[src/rtl/fcm_pkg.sv]
// Shared definitions for the frequency-counter Wishbone master.
// Sequencer states, counter register map and CTRL bit layout.
package fcm_pkg;

    typedef enum logic [3:0] {
        S_IDLE,
        S_WR_RST,
        S_WR_ARM,
        S_GAP,
        S_RD_CTRL,
        S_RD_COUNT,
        S_RD_PHASE,
        S_WR_CLR,
        S_WR_ABORT,
        S_DONE
    } state_t;

    localparam logic [31:0] CTRL_OFS  = 32'd8;
    localparam logic [31:0] COUNT_OFS = 32'd9;
    localparam logic [31:0] PHASE_OFS = 32'd10;

    localparam int ARM_BIT  = 7;
    localparam int DONE_BIT = 6;
    localparam int RST_BIT  = 0;

    localparam logic [31:0] CTRL_RST = 32'd1 << RST_BIT;
    localparam logic [31:0] CTRL_ARM = 32'd1 << ARM_BIT;
    localparam logic [31:0] CTRL_CLR = 32'd0;

endpackage

[src/rtl/fcm_wb_xfer.sv]
// Single classic Wishbone transfer engine with stale-ack filtering.
// Optional ack watchdog enabled by macro FCM_ACK_TIMEOUT_EN.
module fcm_wb_xfer
    import fcm_pkg::*;
#(
    parameter logic [7:0] ACK_TIMEOUT = 8'd255
) (
    input  logic        clk,
    input  logic        rst_n,
    input  logic        req,
    input  logic        we,
    input  logic [31:0] adr,
    input  logic [31:0] wdat,
    output logic [31:0] rdat,
    output logic        ok,
    output logic        fail,
    output logic [31:0] adr_o,
    output logic [31:0] dat_o,
    input  logic [31:0] dat_i,
    output logic        we_o,
    output logic [3:0]  sel_o,
    output logic        cyc_o,
    output logic        stb_o,
    input  logic        ack_i,
    input  logic        err_i
);

    logic first;
    logic tmo;

`ifdef FCM_ACK_TIMEOUT_EN
    logic [7:0] wd;

    // Watchdog: holds 1 while idle, counts strobe cycles while busy
    always_ff @(posedge clk or negedge rst_n) begin
        if (!rst_n) begin
            wd <= 8'd1;
        end else if (!cyc_o) begin
            wd <= 8'd1;
        end else if (wd != 8'hFF) begin
            wd <= wd + 8'd1;
        end
    end

    assign tmo = (wd == ACK_TIMEOUT);
`else
    logic [7:0] unused_tmo;
    assign unused_tmo = ACK_TIMEOUT;
    assign tmo = 1'b0;
`endif

    // Launch on req, skip the first strobe cycle, finish on err/ack/timeout
    always_ff @(posedge clk or negedge rst_n) begin
        if (!rst_n) begin
            cyc_o <= 1'b0;
            stb_o <= 1'b0;
            adr_o <= '0;
            dat_o <= '0;
            we_o  <= 1'b0;
            sel_o <= '0;
            first <= 1'b0;
            rdat  <= '0;
            ok    <= 1'b0;
            fail  <= 1'b0;
        end else begin
            ok   <= 1'b0;
            fail <= 1'b0;
            if (!cyc_o) begin
                if (req) begin
                    cyc_o <= 1'b1;
                    stb_o <= 1'b1;
                    adr_o <= adr;
                    dat_o <= we ? wdat : '0;
                    we_o  <= we;
                    sel_o <= 4'hF;
                    first <= 1'b1;
                end
            end else if ((!first && (err_i || ack_i)) || tmo) begin
                cyc_o <= 1'b0;
                stb_o <= 1'b0;
                adr_o <= '0;
                dat_o <= '0;
                we_o  <= 1'b0;
                sel_o <= '0;
                first <= 1'b0;
                if (!first && !err_i && ack_i) begin
                    ok   <= 1'b1;
                    rdat <= dat_i;
                end else begin
                    fail <= 1'b1;
                end
            end else begin
                first <= 1'b0;
            end
        end
    end

endmodule

[src/rtl/freq_counter_wb_master.sv]
// Sequencer for one frequency-counter measurement over Wishbone.
// Ack watchdog in the transfer engine is enabled by FCM_ACK_TIMEOUT_EN.
module freq_counter_wb_master
    import fcm_pkg::*;
#(
    parameter logic [31:0] BASE_ADDR   = 32'h0,
    parameter logic [15:0] POLL_GAP    = 16'd16,
    parameter logic [15:0] MAX_POLLS   = 16'd65535,
    parameter logic [7:0]  ACK_TIMEOUT = 8'd255
) (
    input  logic        clk_i,
    input  logic        ext_rst_i,
    input  logic        start_i,
    output logic        busy_o,
    output logic        done_o,
    output logic        error_o,
    output logic [31:0] count_o,
    output logic [31:0] phase_o,
    output logic [31:0] adr_o,
    output logic [31:0] dat_o,
    input  logic [31:0] dat_i,
    output logic        we_o,
    output logic [3:0]  sel_o,
    output logic        cyc_o,
    output logic        stb_o,
    input  logic        ack_i,
    input  logic        err_i
);

    state_t      state;
    logic        req;
    logic        x_we;
    logic [31:0] x_adr;
    logic [31:0] x_wdat;
    logic [31:0] rdat;
    logic        ok;
    logic        fail;
    logic [15:0] gap_cnt;
    logic [15:0] poll_cnt;
    logic [15:0] poll_nxt;
    logic [31:0] count_sh;
    logic [31:0] phase_sh;

    assign poll_nxt = (poll_cnt == 16'hFFFF) ? poll_cnt : poll_cnt + 16'd1;

    fcm_wb_xfer #(
        .ACK_TIMEOUT(ACK_TIMEOUT)
    ) u_xfer (
        .clk   (clk_i),
        .rst_n (ext_rst_i),
        .req   (req),
        .we    (x_we),
        .adr   (x_adr),
        .wdat  (x_wdat),
        .rdat  (rdat),
        .ok    (ok),
        .fail  (fail),
        .adr_o (adr_o),
        .dat_o (dat_o),
        .dat_i (dat_i),
        .we_o  (we_o),
        .sel_o (sel_o),
        .cyc_o (cyc_o),
        .stb_o (stb_o),
        .ack_i (ack_i),
        .err_i (err_i)
    );

    // Measurement sequencer with registered results and status pulses
    always_ff @(posedge clk_i or negedge ext_rst_i) begin
        if (!ext_rst_i) begin
            state    <= S_IDLE;
            req      <= 1'b0;
            x_we     <= 1'b0;
            x_adr    <= '0;
            x_wdat   <= '0;
            gap_cnt  <= '0;
            poll_cnt <= '0;
            count_sh <= '0;
            phase_sh <= '0;
            busy_o   <= 1'b0;
            done_o   <= 1'b0;
            error_o  <= 1'b0;
            count_o  <= '0;
            phase_o  <= '0;
        end else begin
            req     <= 1'b0;
            done_o  <= 1'b0;
            error_o <= 1'b0;
            if (fail) begin
                state   <= S_DONE;
                busy_o  <= 1'b0;
                error_o <= 1'b1;
            end else begin
                unique case (state)
                    S_IDLE: if (start_i) begin
                        state    <= S_WR_RST;
                        busy_o   <= 1'b1;
                        poll_cnt <= '0;
                        req      <= 1'b1;
                        x_we     <= 1'b1;
                        x_adr    <= BASE_ADDR + CTRL_OFS;
                        x_wdat   <= CTRL_RST;
                    end
                    S_WR_RST: if (ok) begin
                        state  <= S_WR_ARM;
                        req    <= 1'b1;
                        x_we   <= 1'b1;
                        x_adr  <= BASE_ADDR + CTRL_OFS;
                        x_wdat <= CTRL_ARM;
                    end
                    S_WR_ARM: if (ok) begin
                        state   <= S_GAP;
                        gap_cnt <= POLL_GAP;
                    end
                    S_GAP: begin
                        if (gap_cnt <= 16'd1) begin
                            state  <= S_RD_CTRL;
                            req    <= 1'b1;
                            x_we   <= 1'b0;
                            x_adr  <= BASE_ADDR + CTRL_OFS;
                            x_wdat <= '0;
                        end else begin
                            gap_cnt <= gap_cnt - 16'd1;
                        end
                    end
                    S_RD_CTRL: if (ok) begin
                        if (rdat[DONE_BIT]) begin
                            state <= S_RD_COUNT;
                            req   <= 1'b1;
                            x_we  <= 1'b0;
                            x_adr <= BASE_ADDR + COUNT_OFS;
                        end else begin
                            poll_cnt <= poll_nxt;
                            if (poll_nxt >= MAX_POLLS) begin
                                state  <= S_WR_ABORT;
                                req    <= 1'b1;
                                x_we   <= 1'b1;
                                x_adr  <= BASE_ADDR + CTRL_OFS;
                                x_wdat <= CTRL_RST;
                            end else begin
                                state   <= S_GAP;
                                gap_cnt <= POLL_GAP;
                            end
                        end
                    end
                    S_RD_COUNT: if (ok) begin
                        count_sh <= rdat;
                        state    <= S_RD_PHASE;
                        req      <= 1'b1;
                        x_we     <= 1'b0;
                        x_adr    <= BASE_ADDR + PHASE_OFS;
                    end
                    S_RD_PHASE: if (ok) begin
                        phase_sh <= rdat;
                        state    <= S_WR_CLR;
                        req      <= 1'b1;
                        x_we     <= 1'b1;
                        x_adr    <= BASE_ADDR + CTRL_OFS;
                        x_wdat   <= CTRL_CLR;
                    end
                    S_WR_CLR: if (ok) begin
                        state   <= S_DONE;
                        busy_o  <= 1'b0;
                        done_o  <= 1'b1;
                        count_o <= count_sh;
                        phase_o <= phase_sh;
                    end
                    S_WR_ABORT: if (ok) begin
                        state   <= S_DONE;
                        busy_o  <= 1'b0;
                        error_o <= 1'b1;
                    end
                    S_DONE: state <= S_IDLE;
                    default: state <= S_IDLE;
                endcase
            end
        end
    end

endmodule

[config.mk]
export PLATFORM = sky130hd
export DESIGN_NAME = freq_counter_wb_master
export DESIGN_NICKNAME = d
export VERILOG_FILES = /design/src/rtl/fcm_pkg.sv /design/src/rtl/fcm_wb_xfer.sv /design/src/rtl/freq_counter_wb_master.sv
export SDC_FILE = /design/constraint.sdc
export NUM_CORES = 1
export LEC_CHECK = 0
export CAP_MARGIN = 25
export CORE_UTILIZATION = 25
export DETAILED_ROUTE_END_ITERATION = 6
export GPL_TIMING_DRIVEN = 1
export PLACE_DENSITY = 0.47
export RECOVER_POWER = 100
export SYNTH_ARGS = -nofsm -noshare
export SYNTH_HDL_FRONTEND = slang
export SYNTH_SLANG_ARGS = --single-unit
[constraint.sdc]
create_clock -name clk_i -period 3.7 [get_ports clk_i]
set_clock_uncertainty 0.2 [all_clocks]
set_input_delay 0.37 -clock clk_i [delete_from_list [all_inputs] [get_ports clk_i]]
set_output_delay 0.37 -clock clk_i [all_outputs]
set_load 0.02 [all_outputs]
==> results.toml, run 1 <==
[floorplan]
die_x_um = 202
rows = 72
start_util_pct = 25.6
core_area_sq_um = 39000
die_area_sq_um = 40700
fp.dieH_um = 202
io_pins = 175

[finish]
area_growth_pct = 23.7
mostFrequentLayoutCell = "dfrtp_1"
num-nets-final = 966
drive_gt1_share_pct = 21.0
n_fill_cell = 3958
final_cell_mix = "dfrtp_1 (217), mux2_2 (127), dlygate4sd3_1 (80)"
stdcell_count = 1464
fin_util_pct = 31.6

[synthesis]
yosys_warnings = 0
synth_seq_cells = 217
synth_top_family_by_area = "multiplexers"
syn_area_sq_um = 9970
synth-simple-area-share_pct = 9.42
synth_edf_count = 0
synth_xor_area_share_pct = 0
synth-adder-area-share_pct = 0.376
syn_inst = 819
yosys_most_used_dff = "dfrtp_1"
syn_avg_cell_area_sq_um = 12.2
synth.mux.area_fraction_pct = 18.3
synth_cell_types = 72
synth_async_sr_flop_share_pct = 100
synth_compound_area_share_pct = 9.75
synth-seq-area-share_pct = 54.5

[timing]
whs_ns = 0.243
slew_violations = 73
fin_crit_ns = 3.39
maxSlewHeadroom_pct = -26.2
min_period_over_period_pct = 91.7
worstMarginPinSlew_ns = 1.89
rsz0062_at_grt = "false"
setup_viol_count_final = 0
tns_ns = 0
max_freq_mhz = 295
hold_violations = 0

[setup_path]
required_ns = 3.92
crit_arrival_ns = 3.61
startpoint_type = "flip-flop"
timing_worst_setup_path_type = "reg -> reg"
crit_fanout = 33
worst_setup_path_end_kind = "flip-flop"

[drt]
drcViolationCount = 0
wl_um = 23700
wl_per_cell_um = 16.2
ant_nets = 0
viasPerCell = 4.50
drtIter0Drc = 488
drt_pass1_iterations = 5
via_count = 6591

[clock_network]
cts_root_buf = "clkbuf_16"
htree_num_levels = 1
postCtsSetupRepairBufs = 0
cts_tree = "yes"
numCtsBuffers = 26
clock_path_buffers = 3
insertion_delay_ns = 0.54
path_clk_slew_ns = 0.06
clock_sinks = 217

[placement]
place_inst = 1415
dp_hpwl_um = 15400
port_buffers = 115
routabilityCongestion = 0.810

[grt]
use_met1_pct = 15.5
grt_pass1_vias = 6685
grt.total_usage_pct = 11.6
met2_usage_pct = 18.0
top_usage_layer = "met2"
grt_max_degree = 73
antenna_found_initial = 2
gr-usage-met3_pct = 3.19
grt.overflow.total = 0
grt_pass1_wl_um = 38000

[run]
drv_cap = 1

[power_and_ir_drop]
powerDensity_nw_per_um2 = 669
ir_drop_mv = 0.375
p_leak_nw = 5.76

[run_status]
violations = "capacitance limit, slew limit"
outcome = "finished, violations left"

[worst_hold_path]
hold_path.class = "in -> reg"
[registers in the layout (all words and copies together), names as in the netlist]
signal / cells
u_xfer.fail: 1
poll_cnt: 16
done_o: 1
gap_cnt: 16
count_sh: 32
x_we: 1
u_xfer.cyc_o: 1
count_o: 32
u_xfer.we_o: 1
x_wdat: 2
u_xfer.first: 1
u_xfer.dat_o: 2
phase_o: 32
req: 1
phase_sh: 32
error_o: 1
u_xfer.ok: 1
x_adr: 3
busy_o: 1
u_xfer.rdat: 32
u_xfer.adr_o: 3
u_xfer.sel_o: 1
state: 4
[stage by stage]
stage	setup slack (ns)	cell area, sq um	power, W
floorplan	1.09	10200	0.00493
global placement	0.431	11500	0.00557
detailed placement	0.443	11500	0.00560
CTS	0.521	12400	0.00844
global route	0.127	12300	0.00876
finish	0.306	12300	0.00825
[final timing paths]
kind / start / end / slack (ns) / cells after the start
worst max-delay path: state[3]$_DFFE_PN0P_ / count_sh[0]$_DFFE_PN0P_ / 0.31 / 9
worst min-delay path: dat_i[12] / u_xfer.rdat[12]$_DFFE_PN0P_ / 0.24 / 2
worst max register to register: state[3]$_DFFE_PN0P_ / count_sh[0]$_DFFE_PN0P_ / 0.31 / 9
worst min register to register: count_sh[7]$_DFFE_PN0P_ / count_sh[7]$_DFFE_PN0P_ / 0.28 / 1
max in group asynchronous: ext_rst_i / u_xfer.rdat[23]$_DFFE_PN0P_ / 0.78 / 3
min in group asynchronous: ext_rst_i / count_o[7]$_DFFE_PN0P_ / 0.68 / 2
[synth_stat cells (4+ instances only)]
| library cell | number | area [sq um] |
|---|---|---|
| o21a_1 | 5 | 37.5 |
| buf_2 | 21 | 105 |
| buf_6 | 5 | 56.3 |
| dfrtp_1 | 217 | 5430 |
| o31ai_1 | 22 | 165 |
| a41oi_1 | 4 | 35.0 |
| a31oi_1 | 7 | 43.8 |
| o41ai_1 | 4 | 35.0 |
| clkbuf_1 | 22 | 82.6 |
| buf_4 | 64 | 480 |
| nor2b_1 | 6 | 37.5 |
| nor2_1 | 45 | 169 |
| and3_1 | 5 | 31.3 |
| o21ai_0 | 35 | 175 |
| nor4_1 | 6 | 37.5 |
| mux2_2 | 127 | 1430 |
| inv_1 | 9 | 33.8 |
| a21oi_1 | 18 | 90.1 |
| a22o_1 | 10 | 87.6 |
| nand3_1 | 11 | 55.1 |
| nand4_1 | 9 | 56.3 |
| or3_1 | 4 | 25.0 |
| nand2_1 | 32 | 120 |
| mux2_1 | 33 | 372 |
| nand2b_1 | 9 | 56.3 |
| nor3_1 | 18 | 90.1 |
| and4_1 | 6 | 52.6 |
[cell type report]
cell class / count / area [sq um] / share of cell area [%]
Antenna cell: 1 / 2.50 / 0.0203
Inverter: 9 / 33.8 / 0.274
Timing Repair Buffer: 135 / 1290 / 10.5
Clock buffer: 38 / 756 / 6.13
Sequential cell: 217 / 5430 / 44.0
Clock inverter: 9 / 184 / 1.49
Tap cell: 518 / 648 / 5.26
Multi-Input combinational cell: 537 / 3980 / 32.3
[worst max-delay path: stages, from the launching register on]
cell and delay [ns]:
dfrtp_1 0.48, buf_4 0.22, nor2_1 0.26, nand3_1 0.17, buf_4 0.24, o21ai_0 0.41
a21oi_1 0.15, nor3_4 0.18, clkbuf_4 0.55, mux2_2 0.40
[cell families (layout without fill, tap and decap cells)]
family	Yosys count	after routing
and+or+nand+nor	174	174
other	1	60
buffers and inverters	123	191
DFF	217	217
adders and majority gates	3	3
AOI/OAI and AO/OA	139	139
muxes	162	162
[power by group]
group	internal, W	total [W]	switching (W)
Sequential	0.00305	0.00354	0.000497
Clock	0.00176	0.00277	0.00101
Combinational	0.000913	0.00194	0.00102
Total	0.00572	0.00825	0.00253
[timing repair]
action | 4_1_cts | 5_1_grt
hold buffers | 1 | 0
setup endpoints to repair | 0 | 0
hold endpoints to repair | 69 | 0
resized for setup | 0 | 0
[layer usage]
layer	vias up	part of all wire, %
met5	-	0.055
met4	2	2.4
met3	40	6.4
met2	176	46
met1	3306	46
li1	3067	-
No activity file was read; power rests on OpenSTA's default activity.
==> inputs of run 2 (changes only) <==
Settings changed: PLACE_DENSITY 0.47 to 0.52.
==> run 2 against run 1 <==
Compared with the run above:
- the flow still finishes with violations (capacitance limit, slew limit)
- highest routed layer unchanged
- critical path type unchanged
- final area fell by 1.1%
- clock power fell by 12%
- critical endpoint is now x_wdat[0]$_DFFE_PN0P_
- routed wire length fell by 3.6%
- setup slack improved by 0.11 ns
- hold slack improved by 0.0021 ns
- largest cell class unchanged
- power fell by 4.0%
==> results.toml, run 2 (synthesized netlist as in run 1, its figures left out) <==
[timing]
worstMarginPinSlew_ns = 1.78
setup_viol_count_final = 0
max_freq_mhz = 305
setup_slack_ns = 0.420
hold_violations = 0
tns_ns = 0
rsz0062_at_grt = "false"
min_period_over_period_pct = 88.6
fin_crit_ns = 3.28
maxSlewHeadroom_pct = -18.9
whs_ns = 0.245
slew_violations = 65

[drt]
drcViolationCount = 0
wl_um = 22800
via_count = 6589
drtIter0Drc = 467
viasPerCell = 4.53
drt_pass1_iterations = 5
wl_per_cell_um = 15.7
ant_nets = 0

[grt]
grt.total_usage_pct = 11.2
grt.overflow.total = 0
grt_pass1_vias = 6476
grt_max_degree = 82
grt_pass1_wl_um = 37300
antenna_found_initial = 1

[placement]
routabilityCongestion = 0.810
dp_hpwl_um = 14800
port_buffers = 115
place_inst = 1413
place_ws_ns = 0.377

[clock_network]
path_clk_slew_ns = 0.06
clock_sinks = 217
insertion_delay_ns = 0.53
htree_num_levels = 1
postCtsSetupRepairBufs = 0
clock_path_buffers = 3
cts_tree = "yes"
cts_root_buf = "clkbuf_16"
numCtsBuffers = 25

[finish]
drive_gt1_share_pct = 20.8
fin_util_pct = 31.3
area_growth_pct = 22.3
num-nets-final = 963
mostFrequentLayoutCell = "dfrtp_1"
n_fill_cell = 3961
antenna_cells = 0
stdcell_count = 1456
final_cell_mix = "dfrtp_1 (217), mux2_2 (127), dlygate4sd3_1 (81)"

[floorplan]
die_area_sq_um = 40700
die_x_um = 202
io_pins = 175
start_util_pct = 25.6
rows = 72
fp.dieH_um = 202
core_area_sq_um = 39000

[setup_path]
crit_fanout = 9
crit_arrival_ns = 3.53
cp_top_family = "simple AND/OR/NAND/NOR gates"
required_ns = 3.95
worstPathCellList = "ha_1, nand4_1, nor4_1, buf_4, o21ai_0, a221oi_1, nand3_1, a21boi_1, a2bb2oi_1"
worst_setup_path_end_kind = "flip-flop"
crit_buf_inv = 1
worstReg2RegStart = "poll_cnt[0]$_DFFE_PN0P_"
rrSetupSlack_ns = 0.42
timing_worst_setup_path_type = "reg -> reg"
startpoint_type = "flip-flop"
max_stage_delay_ns = 0.62
slowest_stage = "nor4_1"
timing.rr.end = "x_wdat[0]$_DFFE_PN0P_"
reg2regPathDepth = 9

[worst_hold_path]
hold_depth = 2
min_to = "u_xfer.rdat[27]$_DFFE_PN0P_"
hold_path.class = "in -> reg"
hold_start = "dat_i[27]"

[power_and_ir_drop]
p_leak_nw = 5.71
powerDensity_nw_per_um2 = 649
ir_drop_mv = 0.371

[run]
drv_cap = 1

[run_status]
violations = "capacitance limit, slew limit"
outcome = "finished, violations left"
-- run 2: per-stage QoR --
| step | power [W] | cell area, sq um |
|---|---|---|
| floorplan | 0.00493 | 10200 |
| global placement | 0.00553 | 11400 |
| detailed placement | 0.00557 | 11400 |
| CTS | 0.00809 | 12300 |
| global route | 0.00844 | 12200 |
| finish | 0.00792 | 12200 |
-- run 2: worst max-delay path by stage --
stage                             from                  endpoint  cells after the start
3_3_place_gp                   start_i  phase_sh[22]$_DFFE_PN0P_                      8
5_1_grt        poll_cnt[0]$_DFFE_PN0P_     x_wdat[0]$_DFFE_PN0P_                      9
3_5_place_dp                   start_i   phase_sh[1]$_DFFE_PN0P_                      8
4_1_cts           state[3]$_DFFE_PN0P_  phase_sh[11]$_DFFE_PN0P_                      7
6_report       poll_cnt[0]$_DFFE_PN0P_     x_wdat[0]$_DFFE_PN0P_                      9
2_1_floorplan  poll_cnt[0]$_DFFE_PN0P_   gap_cnt[10]$_DFFE_PN0P_                     12
-- run 2: layout make-up --
class / instances / area (sq um) / share of cell area [%]
inverter: 9 / 33.8 / 0.277
clock inverter: 6 / 73.8 / 0.605
multi-input combinational: 537 / 3990 / 32.7
sequential: 217 / 5430 / 44.5
clock buffer: 36 / 747 / 6.12
tap: 518 / 648 / 5.31
timing repair buffer: 133 / 1280 / 10.5
-- run 2: timing repair --
| item | 4_1_cts | 5_1_grt |
|---|---|---|
| gates resized for setup | 0 | 0 |
| hold endpoints to repair | 62 | 0 |
| hold buffers | 1 | 0 |
-- run 2: power breakdown --
group	switching [W]	leakage (nW)	internal, W
Clock	0.000982	0.409	0.00147
Sequential	0.000480	2.91	0.00305
Combinational	0.00104	2.39	0.000909
-- run 2: metal layers --
metal / vias up / routed length, um / global-route usage [%]
met2: 171 / 10800 / 17.7
met4: 2 / 454 / 3.41
met3: 33 / 1380 / 2.98
met1: 3326 / 10200 / 15.0
li1: 3057 / - / -
met5: - / 12 / 0
-- run 2: worst reg2reg max path, stage by stage, from the launching register on --
cell and delay (ns):
dfrtp_1 0.49, ha_1 0.38, nand4_1 0.18, nor4_1 0.62
buf_4 0.27, o21ai_0 0.12, a221oi_1 0.29, nand3_1 0.21
a21boi_1 0.26, a2bb2oi_1 0.17
